===== config.mk =====
export PLATFORM = sky130hd
export DESIGN_NAME = mips_mc_ctrl
export DESIGN_NICKNAME = d
export VERILOG_FILES = /design/src/rtl/mips_pkg.sv /design/src/rtl/mips_alu_dec.sv /design/src/rtl/mips_mc_ctrl.sv
export SDC_FILE = /design/constraint.sdc
export NUM_CORES = 1
export LEC_CHECK = 0
export BUFFER_PORTS_ARGS = -buffer_cell sky130_fd_sc_hd__buf_2
export CELL_PAD_IN_SITES_DETAIL_PLACEMENT = 1
export CELL_PAD_IN_SITES_GLOBAL_PLACEMENT = 1
export CORE_AREA = 2 2 94 96
export DETAILED_ROUTE_END_ITERATION = 7
export DIE_AREA = 0 0 96 98
export GPL_TIMING_DRIVEN = 0
export PLACE_DENSITY_LB_ADDON = 0.1
export REMOVE_ABC_BUFFERS = 1
export SYNTH_ARGS = -nofsm -noshare
export SYNTH_HDL_FRONTEND = slang
export SYNTH_SLANG_ARGS = --single-unit
export TNS_END_PERCENT = 30

===== constraint.sdc =====
create_clock -name CLOCK_50 -period 2.55 [get_ports CLOCK_50]
set_input_delay 0.3825 -clock CLOCK_50 [delete_from_list [all_inputs] [get_ports CLOCK_50]]
set_output_delay 0.3825 -clock CLOCK_50 [all_outputs]
set_load 0.03 [all_outputs]

===== src/rtl/mips_pkg.sv =====
`default_nettype none
// ============================================================================
// Module     : mips_pkg
// Description: Shared definitions for the multicycle MIPS controller: state
//              encodings, opcode/funct constants, ALU function codes and
//              PC source selects, plus small opcode-class helpers.
// Revision   : 1.0 - initial release
// ============================================================================
package mips_pkg;

  // Controller states; codes 6 and 7 are unused and recover to IF.
  typedef enum logic [2:0] {
    S_RST = 3'd0,
    S_IF  = 3'd1,
    S_ID  = 3'd2,
    S_EX  = 3'd3,
    S_MEM = 3'd4,
    S_WB  = 3'd5
  } state_t;

  // Opcodes (IR[31:26])
  localparam logic [5:0] c_OP_RTYPE = 6'h00;
  localparam logic [5:0] c_OP_J     = 6'h02;
  localparam logic [5:0] c_OP_BEQ   = 6'h04;
  localparam logic [5:0] c_OP_BNE   = 6'h05;
  localparam logic [5:0] c_OP_ADDI  = 6'h08;
  localparam logic [5:0] c_OP_SLTI  = 6'h0A;
  localparam logic [5:0] c_OP_ANDI  = 6'h0C;
  localparam logic [5:0] c_OP_ORI   = 6'h0D;
  localparam logic [5:0] c_OP_LW    = 6'h23;
  localparam logic [5:0] c_OP_SW    = 6'h2B;

  // R-type funct codes (IR[5:0])
  localparam logic [5:0] c_FN_SLL = 6'h00;
  localparam logic [5:0] c_FN_SRL = 6'h02;
  localparam logic [5:0] c_FN_ADD = 6'h20;
  localparam logic [5:0] c_FN_SUB = 6'h22;
  localparam logic [5:0] c_FN_AND = 6'h24;
  localparam logic [5:0] c_FN_OR  = 6'h25;
  localparam logic [5:0] c_FN_XOR = 6'h26;
  localparam logic [5:0] c_FN_NOR = 6'h27;
  localparam logic [5:0] c_FN_SLT = 6'h2A;

  // ALU function codes
  localparam logic [3:0] c_ALU_ADD = 4'd0;
  localparam logic [3:0] c_ALU_SUB = 4'd1;
  localparam logic [3:0] c_ALU_AND = 4'd2;
  localparam logic [3:0] c_ALU_OR  = 4'd3;
  localparam logic [3:0] c_ALU_NOR = 4'd4;
  localparam logic [3:0] c_ALU_XOR = 4'd5;
  localparam logic [3:0] c_ALU_SLT = 4'd6;
  localparam logic [3:0] c_ALU_SLL = 4'd7;
  localparam logic [3:0] c_ALU_SRL = 4'd8;

  // PC source selects
  localparam logic [1:0] c_PCSRC_INC    = 2'd0;
  localparam logic [1:0] c_PCSRC_BRANCH = 2'd1;
  localparam logic [1:0] c_PCSRC_JUMP   = 2'd2;

  function automatic logic is_branch(input logic [5:0] op);
    return (op == c_OP_BEQ) || (op == c_OP_BNE);
  endfunction

  function automatic logic is_mem(input logic [5:0] op);
    return (op == c_OP_LW) || (op == c_OP_SW);
  endfunction

endpackage
`default_nettype wire


===== src/rtl/mips_alu_dec.sv =====
`default_nettype none
// ============================================================================
// Module     : mips_alu_dec
// Description: Combinational instruction decoder. Maps (opcode, funct) to the
//              ALU function code and a legal flag covering the supported
//              instruction subset.
// Ports      : opcode [5:0] in  - IR[31:26]
//              funct  [5:0] in  - IR[5:0]
//              alu_op [3:0] out - ALU function code
//              legal        out - 1 when the instruction is supported
// Revision   : 1.0 - initial release
// ============================================================================
module mips_alu_dec
  import mips_pkg::*;
(
  input  logic [5:0] opcode,
  input  logic [5:0] funct,
  output logic [3:0] alu_op,
  output logic       legal
);

  always_comb begin
    alu_op = c_ALU_ADD;
    legal  = 1'b1;
    case (opcode)
      c_OP_RTYPE: begin
        case (funct)
          c_FN_ADD: alu_op = c_ALU_ADD;
          c_FN_SUB: alu_op = c_ALU_SUB;
          c_FN_AND: alu_op = c_ALU_AND;
          c_FN_OR:  alu_op = c_ALU_OR;
          c_FN_NOR: alu_op = c_ALU_NOR;
          c_FN_XOR: alu_op = c_ALU_XOR;
          c_FN_SLT: alu_op = c_ALU_SLT;
          c_FN_SLL: alu_op = c_ALU_SLL;
          c_FN_SRL: alu_op = c_ALU_SRL;
          default:  legal  = 1'b0;
        endcase
      end
      c_OP_ADDI, c_OP_LW, c_OP_SW, c_OP_J: alu_op = c_ALU_ADD;
      c_OP_ANDI:                          alu_op = c_ALU_AND;
      c_OP_ORI:                           alu_op = c_ALU_OR;
      c_OP_SLTI:                          alu_op = c_ALU_SLT;
      // Branches compare by subtraction; the datapath raises zero on equality.
      c_OP_BEQ, c_OP_BNE:                 alu_op = c_ALU_SUB;
      default:                            legal  = 1'b0;
    endcase
  end

endmodule
`default_nettype wire


===== src/rtl/mips_mc_ctrl.sv =====
`default_nettype none
// ============================================================================
// Module     : mips_mc_ctrl
// Description: Multicycle MIPS control unit (RST/IF/ID/EX/MEM/WB) with a
//              retired-instruction counter. Strobes are Moore/Mealy outputs
//              derived combinationally from the registered state.
// Ports      : CLOCK_50 in  - system clock (rising edge)
//              KEY0     in  - asynchronous active-low reset
//              run      in  - permits a new fetch
//              opcode, funct [5:0] in - instruction fields
//              zero     in  - ALU equality flag
//              mem_ready in - memory access completes this cycle
//              state [2:0] out, datapath strobes/selects, pc_source [1:0],
//              alu_op [3:0], illegal pulse, retired [31:0] counter
// Config     : define MIPS_MC_CTRL_MEMWAIT_EN to make IF and MEM wait for
//              mem_ready; otherwise every access completes in one cycle.
// Revision   : 1.0 - initial release
// ============================================================================
module mips_mc_ctrl
  import mips_pkg::*;
(
  input  logic        CLOCK_50,
  input  logic        KEY0,
  input  logic        run,
  input  logic [5:0]  opcode,
  input  logic [5:0]  funct,
  input  logic        zero,
  input  logic        mem_ready,
  output logic [2:0]  state,
  output logic        pc_write,
  output logic        pc_write_cond,
  output logic        ir_write,
  output logic        mem_read,
  output logic        mem_write,
  output logic        reg_write,
  output logic        reg_dst,
  output logic        mem_to_reg,
  output logic        alu_src_b,
  output logic [1:0]  pc_source,
  output logic [3:0]  alu_op,
  output logic        illegal,
  output logic [31:0] retired
);

  state_t      r_state;
  state_t      w_next;
  logic        r_rel;        // set one edge after KEY0 release
  logic [31:0] r_retired;
  logic [3:0]  w_alu_op;
  logic        w_legal;
  logic        w_mem_done;

  mips_alu_dec u_alu_dec (
    .opcode (opcode),
    .funct  (funct),
    .alu_op (w_alu_op),
    .legal  (w_legal)
  );

`ifdef MIPS_MC_CTRL_MEMWAIT_EN
  assign w_mem_done = mem_ready;
`else
  logic w_mem_ready_unused;
  assign w_mem_ready_unused = mem_ready;
  assign w_mem_done         = 1'b1;
`endif

  // Holding RST for one extra edge after release keeps the first fetch
  // from landing on the first edge, whatever the release phase was.
  always_ff @(posedge CLOCK_50 or negedge KEY0) begin
    if (!KEY0) r_rel <= 1'b0;
    else       r_rel <= 1'b1;
  end

  always_ff @(posedge CLOCK_50 or negedge KEY0) begin
    if (!KEY0) begin
      r_state   <= S_RST;
      r_retired <= 32'd0;
    end else begin
      r_state <= w_next;
      if ((w_next == S_IF) &&
          ((r_state == S_EX) || (r_state == S_MEM) || (r_state == S_WB)))
        r_retired <= r_retired + 32'd1;
    end
  end

  always_comb begin
    w_next        = r_state;
    pc_write      = 1'b0;
    pc_write_cond = 1'b0;
    ir_write      = 1'b0;
    mem_read      = 1'b0;
    mem_write     = 1'b0;
    reg_write     = 1'b0;
    reg_dst       = 1'b0;
    mem_to_reg    = 1'b0;
    alu_src_b     = 1'b0;
    pc_source     = c_PCSRC_INC;
    alu_op        = c_ALU_ADD;
    illegal       = 1'b0;
    case (r_state)
      S_RST: begin
        if (run && r_rel) w_next = S_IF;
      end
      S_IF: begin
        // run=0 stalls here with every strobe idle.
        if (run) begin
          mem_read = 1'b1;
          if (w_mem_done) begin
            ir_write = 1'b1;
            pc_write = 1'b1;
            w_next   = S_ID;
          end
        end
      end
      S_ID: begin
        if (w_legal) begin
          w_next = S_EX;
        end else begin
          illegal = 1'b1;
          w_next  = S_IF;
        end
      end
      S_EX: begin
        alu_op = w_alu_op;
        if (opcode == c_OP_RTYPE) begin
          w_next = S_WB;
        end else if (is_mem(opcode)) begin
          alu_src_b = 1'b1;
          w_next    = S_MEM;
        end else if (is_branch(opcode)) begin
          // The PC is written only when the branch is taken.
          pc_source     = c_PCSRC_BRANCH;
          pc_write_cond = (opcode == c_OP_BEQ) ? zero : !zero;
          w_next        = S_IF;
        end else if (opcode == c_OP_J) begin
          pc_source = c_PCSRC_JUMP;
          pc_write  = 1'b1;
          w_next    = S_IF;
        end else begin
          alu_src_b = 1'b1;
          w_next    = S_WB;
        end
      end
      S_MEM: begin
        if (opcode == c_OP_LW) begin
          mem_read = 1'b1;
          if (w_mem_done) w_next = S_WB;
        end else if (opcode == c_OP_SW) begin
          mem_write = 1'b1;
          if (w_mem_done) w_next = S_IF;
        end else begin
          w_next = S_IF;
        end
      end
      S_WB: begin
        reg_write  = 1'b1;
        reg_dst    = (opcode == c_OP_RTYPE);
        mem_to_reg = (opcode == c_OP_LW);
        w_next     = S_IF;
      end
      default: w_next = S_IF;
    endcase
  end

  assign state   = r_state;
  assign retired = r_retired;

endmodule
`default_nettype wire


==> summary.md, run 1 <==
| Metric | Value |
|---|---|
| Worst Clk Skew | a little under 6 ps |
| Post-synth top area cell | dfrtp_1 |
| Final Cell Area | approximately 2600 µm² |
| Final number of hold-violating endpoints | 0 |
| Fin util | 0.304 |
| CTS root buffer | clkbuf_8 |
| Fill cells | ~1,000 |
| Final TNS setup | 0 ps |
| Largest net degree at the start of global routing | 37 |
| Via-to-Cell Ratio | ~4.7 |
| Status | complete, no violations |
| GR met3 Demand/Resource | 0.0255 |
| Final Worst Setup Slack | just under 300 ps |
| Reg-to-Reg End | retired[31] |
| Cell area after synthesis | about 2000 µm² |
| Initial antenna violation count | 0 |
| Final GP Congestion | between 0.7 and 0.8 |
| Site Rows | 34 |
| Core Area | between 8000 and 9000 µm² |
| DP HPWL | between 4000 and 5000 µm |
| Global-route wire length before repair | 9220 µm |
| Synth area leaders | dfrtp_1 (44%), xnor2_1 (12%), nand2_1 (4.4%), nand3_1 (3.2%), nand4_1 (3.0%) |
| Post-synth cell types | 45 |
| Leak | 1.22 nW |
| Crit Path Category | reg -> out |
| VDD IR max | between 150 and 200 µV |
| Final wirelength | between 5000 and 6000 µm |
| Net count, final | 292 |
| Post-place instance area | approximately 2500 µm² |
| Slew of the pin with the lowest slew margin | 822 ps |
| Arrival time worst endpoint | between 1500 and 2000 ps |
| Fmax | between 400 and 500 MHz |
| Grt total ovfl | 0 |
| Top_reg_cell synth | dfrtp_1 |
| R2R depth | 5 |
| Most Crowded Layer GR | met2 |
| Ys Warns | 0 |
| FF/Latch Area | roughly 900 µm² |
| Slew Limit Fails | 0 |
| Die Ht | 98 µm |
| Element type at the critical path end | primary output |
| # H-tree levels | 2 |
| Final ANT Viol Nets | 0 |
| R2R setup slack | roughly 300 ps |
| Die area | roughly 9400 µm² |
| Final std cells w/o fill | 382 |
| IO Pins | 68 |
| Syn_area_per_cell | roughly 10 µm² |
| All-Layer GR Usage | 0.125 |
| Unrepaired setup endpoints after global routing | false |
| Met1 usage | 0.186 |
| PwrDens | between 600 and 700 nW/µm² |
| Worst Path Max Fanout | 11 |
| FF-to-FF Start | state[0] |
| Pre-CTS setup slack | between 300 and 400 ps |
| CTS buffer count | 5 |
| Via Count | ~1,800 |
| Drt wl/cell | 14.8 µm |
| Post-synth top area share | 0.439 |
| Multi-input gate area | approximately 1100 µm² |
| CTS tree | built |
| Top cells by count, synth | dfrtp_1 (36), xnor2_1 (28), nand2_1 (24) |
| Worst skew pair latency | 280 ps |
| Tmin final | 2260 ps |
| Flops & latches, synth | 36 |
| Total power | 1.59 mW |
| Layout cells sized above 1 | 0.299 |
| Worst EP required | 2170 ps |
| N_diodes | 0 |
| Syn Inst Count | around 210 |
| Port-buffer cells | between 60 and 70 |
| Initial DRC count | 36 |
| Most instantiated library cell after synthesis | dfrtp_1 |
| Setup violations, final | 0 |
| Critical Path Start Type | flop |
| Met2 Track Usage GR | 0.186 |
| Drc violations | 0 |
| Area delta synth->final | 25.5% |
| EDFF count, synth | 0 |
| Clock sink count | 36 |
| Placed Instances | 375 |
| Clock Path Buffers | 2 |
| Hold_ws | approximately 190 ps |
| Relative slew slack | 0.452 |
| Post-CTS Hold Buffers | 0 |
| Initial Utilization | 0.243 |
| Vias in the first global route | about 1,700 |
| Post_cts resized | 0 |
| Max Cap Viol | 0 |
| Fin crit share | 0.885 |
| TritonRoute pass-1 iters | 4 |
| Worst-path clk slew | approximately 80 ps |
| Sequential area share after synthesis | 0.439 |
| FFs w/ async S/R, synth | 1.00 |
| Post-CTS Repair Setup Buffers | 0 |
| Die outline width | around 96 µm |
| Worst hold path class | in -> async |
[flip-flops by register name (all words and copies together), names as in the netlist]
| register | count |
|---|---|
| state | 3 |
| retired | 32 |
| r_rel | 1 |
[worst max-delay path by stage]
stage	end	cells past startpoint	startpoint	slack (ps)
finish	pc_write	5	state[0]	290
global route	retired[31]	5	state[0]	130
CTS	pc_write	5	state[0]	290
detailed placement	retired[24]	5	state[0]	340
global placement	retired[31]	6	opcode[3]	340
floorplan	pc_write	4	state[0]	100
[layer usage]
metal  routed length (µm)  vias to the layer above  part of all wire
met5                    0                        -                 0
met4                   24                        0            0.0043
met3                  279                        2             0.049
met2                 2560                       42              0.45
met1                 2790                      883              0.49
li1                     -                      881                 -
[placed cells by master, fill, tap and decap left out, drive strengths merged, types with 6 or more instances in the layout]
cell / instances
and4: 7
nand3: 13
buf: 66
nor3: 7
dfrtp: 36
nand2: 24
and3: 7
nor2: 14
clkbuf: 6
nand4: 10
a21oi: 6
xnor2: 28
[layout make-up]
cell class	count	area share
flip-flops and latches	36	0.350
multi-input cells	162	0.435
inverters	3	0.00437
repair buffers	66	0.128
well taps	108	0.0524
clock inverters	1	0.00194
clock buffers	6	0.0282
[power by group]
group	switching (mW)	internal (mW)	leakage, nW
clock	0.203	0.186	0.0410
combinational	0.333	0.155	0.692
sequential	0.0905	0.620	0.491
total	0.626	0.961	1.22
[worst max-delay path, cell delays in order, from the launching register on]
cell and delay (ps):
dfrtp_1 550, and3b_1 370, nand2_1 140, nor3_1 210
or2_2 140, buf_2 180
[logic make-up (layout without fill, tap and decap cells)]
logic type	after synthesis	in the layout	synth area share
adders and majority gates	1	1	0.00609
muxes	2	2	0.0104
xor gates and xnor gates	33	33	0.141
DFF	36	36	0.439
AOI/OAI and AO/OA	22	22	0.0999
and+or+nand+nor	103	103	0.288
other	1	1	0.00183
buffers and inverters	7	76	0.0146
Power figures use the tool's default switching activity.
==> run 2, diff against run 1 <==
BUFFER_PORTS_ARGS = default   (was -buffer_cell sky130_fd_sc_hd__buf_2)
DONT_BUFFER_PORTS = 1   (was default)
==> summary.md, run 2 (synthesized netlist as in run 1, its figures left out) <==
| Metric | Value |
|---|---|
| N_diodes | 0 (unchanged) |
| Fill cells | 966 (-5.0%) |
| FF-to-FF Start | state[2] |
| Drc violations | 0 (unchanged) |
| Core Area | 8470 µm² (unchanged) |
| Critical Path Start Type | flop |
| Worst Clk Skew | 6.67 ps (+0.746 ps) |
| All-Layer GR Usage | 0.128 (+0.00272) |
| Grt total ovfl | 0 (unchanged) |
| Arrival time worst endpoint | 2080 ps (+210 ps) |
| Final Worst Setup Slack | 85.4 ps (-208 ps) |
| Slew Limit Fails | 0 (unchanged) |
| CTS root buffer | clkbuf_8 |
| Status | complete, no violations |
| Initial antenna violation count | 0 (unchanged) |
| CTS tree | built |
| R2R depth | 5 (unchanged) |
| Slew of the pin with the lowest slew margin | 788 ps (-34.3 ps) |
| IO Pins | 68 (unchanged) |
| Fin crit share | 0.966 (+0.0814) |
| Leak | 0.920 nW (-25%) |
| # H-tree levels | 2 (unchanged) |
| Clock Path Buffers | 2 (unchanged) |
| FF/Latch Area | 903 µm² (+0.28%) |
| Final wirelength | 5800 µm (+2.7%) |
| Layout cells sized above 1 | 0.118 (-0.181) |
| Crit Path Category | reg -> out |
| Most common library cell in the layout ignoring fill and taps | dfrtp_1 |
| DP HPWL | 4440 µm (+5.4%) |
| Pre-CTS setup slack | -197 ps (-539 ps) |
| Port-buffer cells | 0 (-100%) |
| Max FFs per register | 32 (unchanged) |
| Initial DRC count | 24 (-33%) |
| Multi-input gate area | 1160 µm² (+3.1%) |
| Final GP Congestion | 0.715 (-7.5%) |
| Worst hold path class | in -> reg |
| R2R setup slack | 140 ps (-160 ps) |
| Unrepaired setup endpoints after global routing | true |
| Die Ht | 98 µm (unchanged) |
| Die area | 9410 µm² (unchanged) |
| Largest net degree at the start of global routing | 37 (unchanged) |
| VDD IR max | 164 µV (-6.8%) |
| Crit. Startpoint | state[2] |
| Worst Setup EP | pc_write |
| Relative slew slack | 0.473 (+0.0215) |
| Commonest cells after routing, fill and taps aside | dfrtp_1 (34), xnor2_1 (28), nand2_1 (24), nor2_1 (14), nand3_1 (13) |
| Drt wl/cell | 18.2 µm (+23%) |
| Initial Utilization | 0.243 (unchanged) |
| Worst Hold Launch | opcode[3] |
| Hold_ws | 293 ps (+105 ps) |
| Tmin final | 2460 ps (+208 ps) |
| Clock sink count | 36 (unchanged) |
| Via-to-Cell Ratio | 5.01 (+5.8%) |
| Max Cap Viol | 0 (unchanged) |
| Fmax | 406 MHz (-8.4%) |
| TritonRoute pass-1 iters | 4 (unchanged) |
| Via Count | 1,598 (-12%) |
| Worst-path clk slew | 70 ps (about the same) |
| PwrDens | 665 nW/µm² (+8.0%) |
| Element type at the critical path end | primary output |
| Global-route wire length before repair | 9350 µm (+1.4%) |
| Final ANT Viol Nets | 0 (unchanged) |
| Worst EP required | 2170 ps (about the same) |
| Post-CTS Repair Setup Buffers | 0 (unchanged) |
| Area delta synth->final | 13.5% |
| Final number of hold-violating endpoints | 0 (unchanged) |
| Vias in the first global route | 1,763 (+2.1%) |
| Net count, final | 228 (-22%) |
| Die outline width | 96 µm (unchanged) |
| Reg-to-Reg End | retired[29] |
| Worst skew pair latency | 280 ps (about the same) |
| CTS buffer count | 5 (unchanged) |
| Setup violations, final | 0 (unchanged) |
| Site Rows | 34 (unchanged) |
| Worst Path Max Fanout | 8 (-3) |
| Worst hold path cell count | 3 |
==> run 2: cell count changes in the layout (fill, tap and decap cells not counted), moves of 2 or more <==
cell     before  now
buf_2        66    0
dfrtp_1      36   34
dfrtp_2       0    2
nor3_1        6    3
nor3_2        0    2
==> run 2: cell type report <==
type,instances,area share
inverters,3,0.00483
clock inverters,2,0.00430
multi-input cells,162,0.497
flip-flops and latches,36,0.388
repair buffers,2,0.0129
clock buffers,6,0.0354
well taps,108,0.0580
==> run 2: worst min path at each step <==
stage	slack, ps	end
final	290	state[2]
after global routing	300	state[2]
after CTS	280	state[2]
after detailed placement	90	state[2]
after global placement	90	state[2]
after floorplan	90	r_rel
==> run 2: layer usage <==
metal / wire, µm / part of all wire / vias up / GRT usage
met1: 2360 / 0.41 / 809 / 0.150
met5: 0 / 0 / - / 0
met3: 298 / 0.051 / 2 / 0.0409
met4: 22 / 0.0038 / 0 / 0.0297
li1: - / - / 745 / -
met2: 3110 / 0.54 / 42 / 0.223
==> run 2: through the flow <==
stage	setup TNS [ps]	utilization	cell area, µm²	power, mW	std cells
2_1_floorplan	0	-	2030	1.03	201
3_3_place_gp	-180	0.256	2170	1.10	309
4_1_cts	-212	0.272	2300	1.58	319
3_5_place_dp	-275	0.256	2170	1.12	309
6_report	0	0.275	2330	1.55	319
5_1_grt	-51.9	0.275	2330	1.66	319
==> run 2: power breakdown <==
group | switching, mW | leakage [nW] | internal, mW
Clock | 0.203 | 0.0510 | 0.216
Combinational | 0.202 | 0.380 | 0.104
Sequential | 0.205 | 0.489 | 0.621
Total | 0.610 | 0.920 | 0.940
==> run 2: worst max-delay path: stages (launching register included) <==
cell	delay (ps)
dfrtp_1	570
and3b_1	440
nand2_1	170
nor3_4	330
or2_2	280
==> run 2: repair_timing <==
item,in CTS,in global routing
hold buffers,2,0
resized for setup,3,5
pin swaps,0,1
endpoints found under the hold margin,36,0
setup endpoints to repair,4,8
==> run 3, diff against run 2 <==
ABC_AREA = 1   (was default)
CORE_AREA = 2 2 107 109   (was 2 2 94 96)
DIE_AREA = 0 0 109 111   (was 0 0 96 98)
==> summary.md, run 3 <==
| Metric | Value |
|---|---|
| Status | complete, no violations |
| Part of the power in registers | 0.423 (-0.110) |
| Worst EP required | 2170 ps (about the same) |
| Tmin final | 2410 ps (-54.2 ps) |
| Unrepaired setup endpoints after global routing | true |
| Slew Limit Fails | 0 (unchanged) |
| Die area | 12,100 µm² (+29%) |
| Vias in the first global route | 2,765 (+57%) |
| Post-place instance area | 2830 µm² (+30%) |
| IO Pins | 68 (unchanged) |
| Max Cap Viol | 0 (unchanged) |
| N_diodes | 0 (unchanged) |
| Initial antenna violation count | 0 (unchanged) |
| Core Area | 11,100 µm² (+31%) |
| Top_reg_cell synth | dfrtp_1 |
| Die outline width | 109 µm (+14%) |
| Slew of the pin with the lowest slew margin | 919 ps (+131 ps) |
| Final number of hold-violating endpoints | 0 (unchanged) |
| Die Ht | 111 µm (+13%) |
| Met2 Track Usage GR | 0.237 (+0.0141) |
| Sw frac | 0.410 (+0.0171) |
| Sequential area share after synthesis | 0.334 (-0.104) |
| Arrival time worst endpoint | 2030 ps (-50 ps) |
| Cell area after synthesis | 2700 µm² (+31%) |
| Critical Path Start Type | flop |
| Fill cells | 1,405 (+45%) |
| EDFF count, synth | 0 (unchanged) |
| Final GP Congestion | 0.795 (+11%) |
| Via-to-Cell Ratio | 4.55 (-9.2%) |
| Most Crowded Layer GR | met2 |
| TritonRoute pass-1 iters | 4 (unchanged) |
| Int Power | 1.07 mW (+14%) |
| CTS tree | built |
| Worst Clk Skew | 3.46 ps (-3.21 ps) |
| Worst skew pair latency | 280 ps (about the same) |
| Initial Utilization | 0.243 (+0.000771) |
| DP HPWL | 6630 µm (+49%) |
| CTS buffer count | 5 (unchanged) |
| Fmax | 415 MHz (+2.2%) |
| Syn Inst Count | 441 (+120%) |
| Synth area leaders | dfrtp_1 (33%), nand2_1 (30%), nor2_1 (11%), inv_1 (4.0%), nand3_1 (3.9%) |
| Top cells by count, synth | nand2_1 (214), nor2_1 (76), dfrtp_1 (36) |
| Most instantiated library cell after synthesis | nand2_1 |
| Area delta synth->final | 11.8% |
| Setup violations, final | 0 (unchanged) |
| Sw Pwr | 0.747 mW (+23%) |
| R2R setup slack | 320 ps (+180 ps) |
| Post-synth top area cell | dfrtp_1 |
| Fin crit share | 0.945 (-0.0213) |
| All-Layer GR Usage | 0.151 (+0.0237) |
| Worst-path clk slew | 60 ps (about the same) |
| Worst hold path class | in -> reg |
| VDD IR max | 411 µV (+150%) |
| Commonest cells after routing, fill and taps aside | nand2_1 (214), nor2_1 (75), dfrtp_1 (34), inv_1 (29), nand3_1 (21) |
| Clock power share | 0.330 (+0.060) |
| Net count, final | 462 (+100%) |
| Ys Warns | 0 (unchanged) |
| Leak | 1.42 nW (+55%) |
| Global-route wire length before repair | 14,600 µm (+56%) |
| Worst Path Max Fanout | 7 (-1) |
| Fin util | 0.272 (-0.00309) |
| Via Count | 2,670 (+67%) |
| Final ANT Viol Nets | 0 (unchanged) |
| Post-synth cell types | 26 (-42%) |
| # H-tree levels | 2 (unchanged) |
| Largest net degree at the start of global routing | 37 (unchanged) |
| Grt total ovfl | 0 (unchanged) |
| FFs w/ async S/R, synth | 1.00 (unchanged) |
| PwrDens | 604 nW/µm² (-9.2%) |
| Crit Path Category | reg -> out |
| Port-buffer cells | 0 (unchanged) |
| Syn_area_per_cell | 6.11 µm² (-39%) |
| Met1 usage | 0.218 (+0.0679) |
| Drc violations | 0 (unchanged) |
| Most common library cell in the layout ignoring fill and taps | nand2_1 |
| Layout cells sized above 1 | 0.0473 (-0.0712) |
| Drt wl/cell | 14.7 µm (-19%) |
| Relative slew slack | 0.383 (-0.0907) |
| Clock Path Buffers | 2 (unchanged) |
| GR met3 Demand/Resource | 0.0329 (-0.00797) |
| Post-synth top area share | 0.334 (-0.104) |
| Combinational power share | 0.247 (+0.050) |
| Site Rows | 39 (+15%) |
| Flops & latches, synth | 36 (unchanged) |
| Final Cell Area | 3010 µm² (+29%) |
| Max FFs per register | 32 (unchanged) |
| Initial DRC count | 129 (+440%) |
| Clock sink count | 36 (unchanged) |
| Final wirelength | 8630 µm (+49%) |
| Element type at the critical path end | primary output |
| CTS root buffer | clkbuf_16 |
==> run 3: cell types whose count changed in the layout (fill, tap and decap cells not counted), moves of 8 or more <==
cell,delta
xnor2_1,-21
nand4_1,-8
nor2_1,+61
nand2_1,+190
nand3_1,+8
inv_1,+26
nand3b_1,+9
==> run 3: logic make-up (layout without fill, tap and decap cells) <==
group           after synthesis  after routing  share of synthesized area
other cells                   1              1                    0.00139
fa+ha+maj                     1              1                    0.00464
simple gates                337            337                      0.516
compound gates               10             10                     0.0204
xor+xnor                     19             19                     0.0617
flops                        36             36                      0.334
buf+inv                      37             40                     0.0613
==> run 3: metrics by stage <==
stage,worst slack [ps],total power [mW],hold slack [ps],instances,TNS [ps]
3_5_place_dp,-19.4,1.21,88.1,578,-120
5_1_grt,-4.70,1.94,331,587,-4.70
4_1_cts,45.8,1.85,327,587,0
6_report,140,1.82,325,587,0
3_3_place_gp,15.0,1.20,88.3,578,0
2_1_floorplan,232,1.08,86.9,435,0
==> run 3: repair_timing <==
action / in CTS / in global routing
hold endpoints to repair: 36 / 0
pin swaps: 0 / 1
hold buffers: 2 / 0
resized for setup: 5 / 2
endpoints found under the setup margin: 25 / 5
buffers inserted: 0 / 0
cloned: 0 / 0
==> run 3: cell type report <==
class	count	area [µm²]	area share
clock buffers	6	129	0.0428
multi-input cells	368	1650	0.548
clock inverters	1	5.00	0.00166
flip-flops and latches	36	903	0.300
repair buffers	2	30.0	0.00996
inverters	31	116	0.0386
well taps	143	179	0.0594
==> run 3: power groups by stage <==
stage,Clock [mW],Combinational (mW),Sequential [mW]
4_1_cts,0.619,0.463,0.768
5_1_grt,0.643,0.513,0.783
3_3_place_gp,0,0.420,0.778
6_report,0.602,0.449,0.770
3_5_place_dp,0,0.426,0.779
2_1_floorplan,0,0.325,0.757
==> run 3: final timing paths <==
check,to,cells past startpoint,from
setup / recovery,mem_to_reg,4,state[2]
hold / removal,state[1],2,run
setup reg to reg,retired[28],10,retired[0]
hold reg to reg,state[0],4,r_rel
max in group asynchronous,retired[27],2,KEY0
min in group asynchronous,retired[28],2,KEY0
==> run 3: layer usage <==
layer	part of all wire	vias to the layer above
li1	-	1361
met1	0.51	1266
met2	0.44	38
met3	0.047	5
met4	0.0034	0
met5	0	-
==> run 3: critical path: stages, from the launching register on <==
cell	delay, ps
dfrtp_1	660
inv_1	110
nor2_2	350
inv_1	150
nor2_1	470
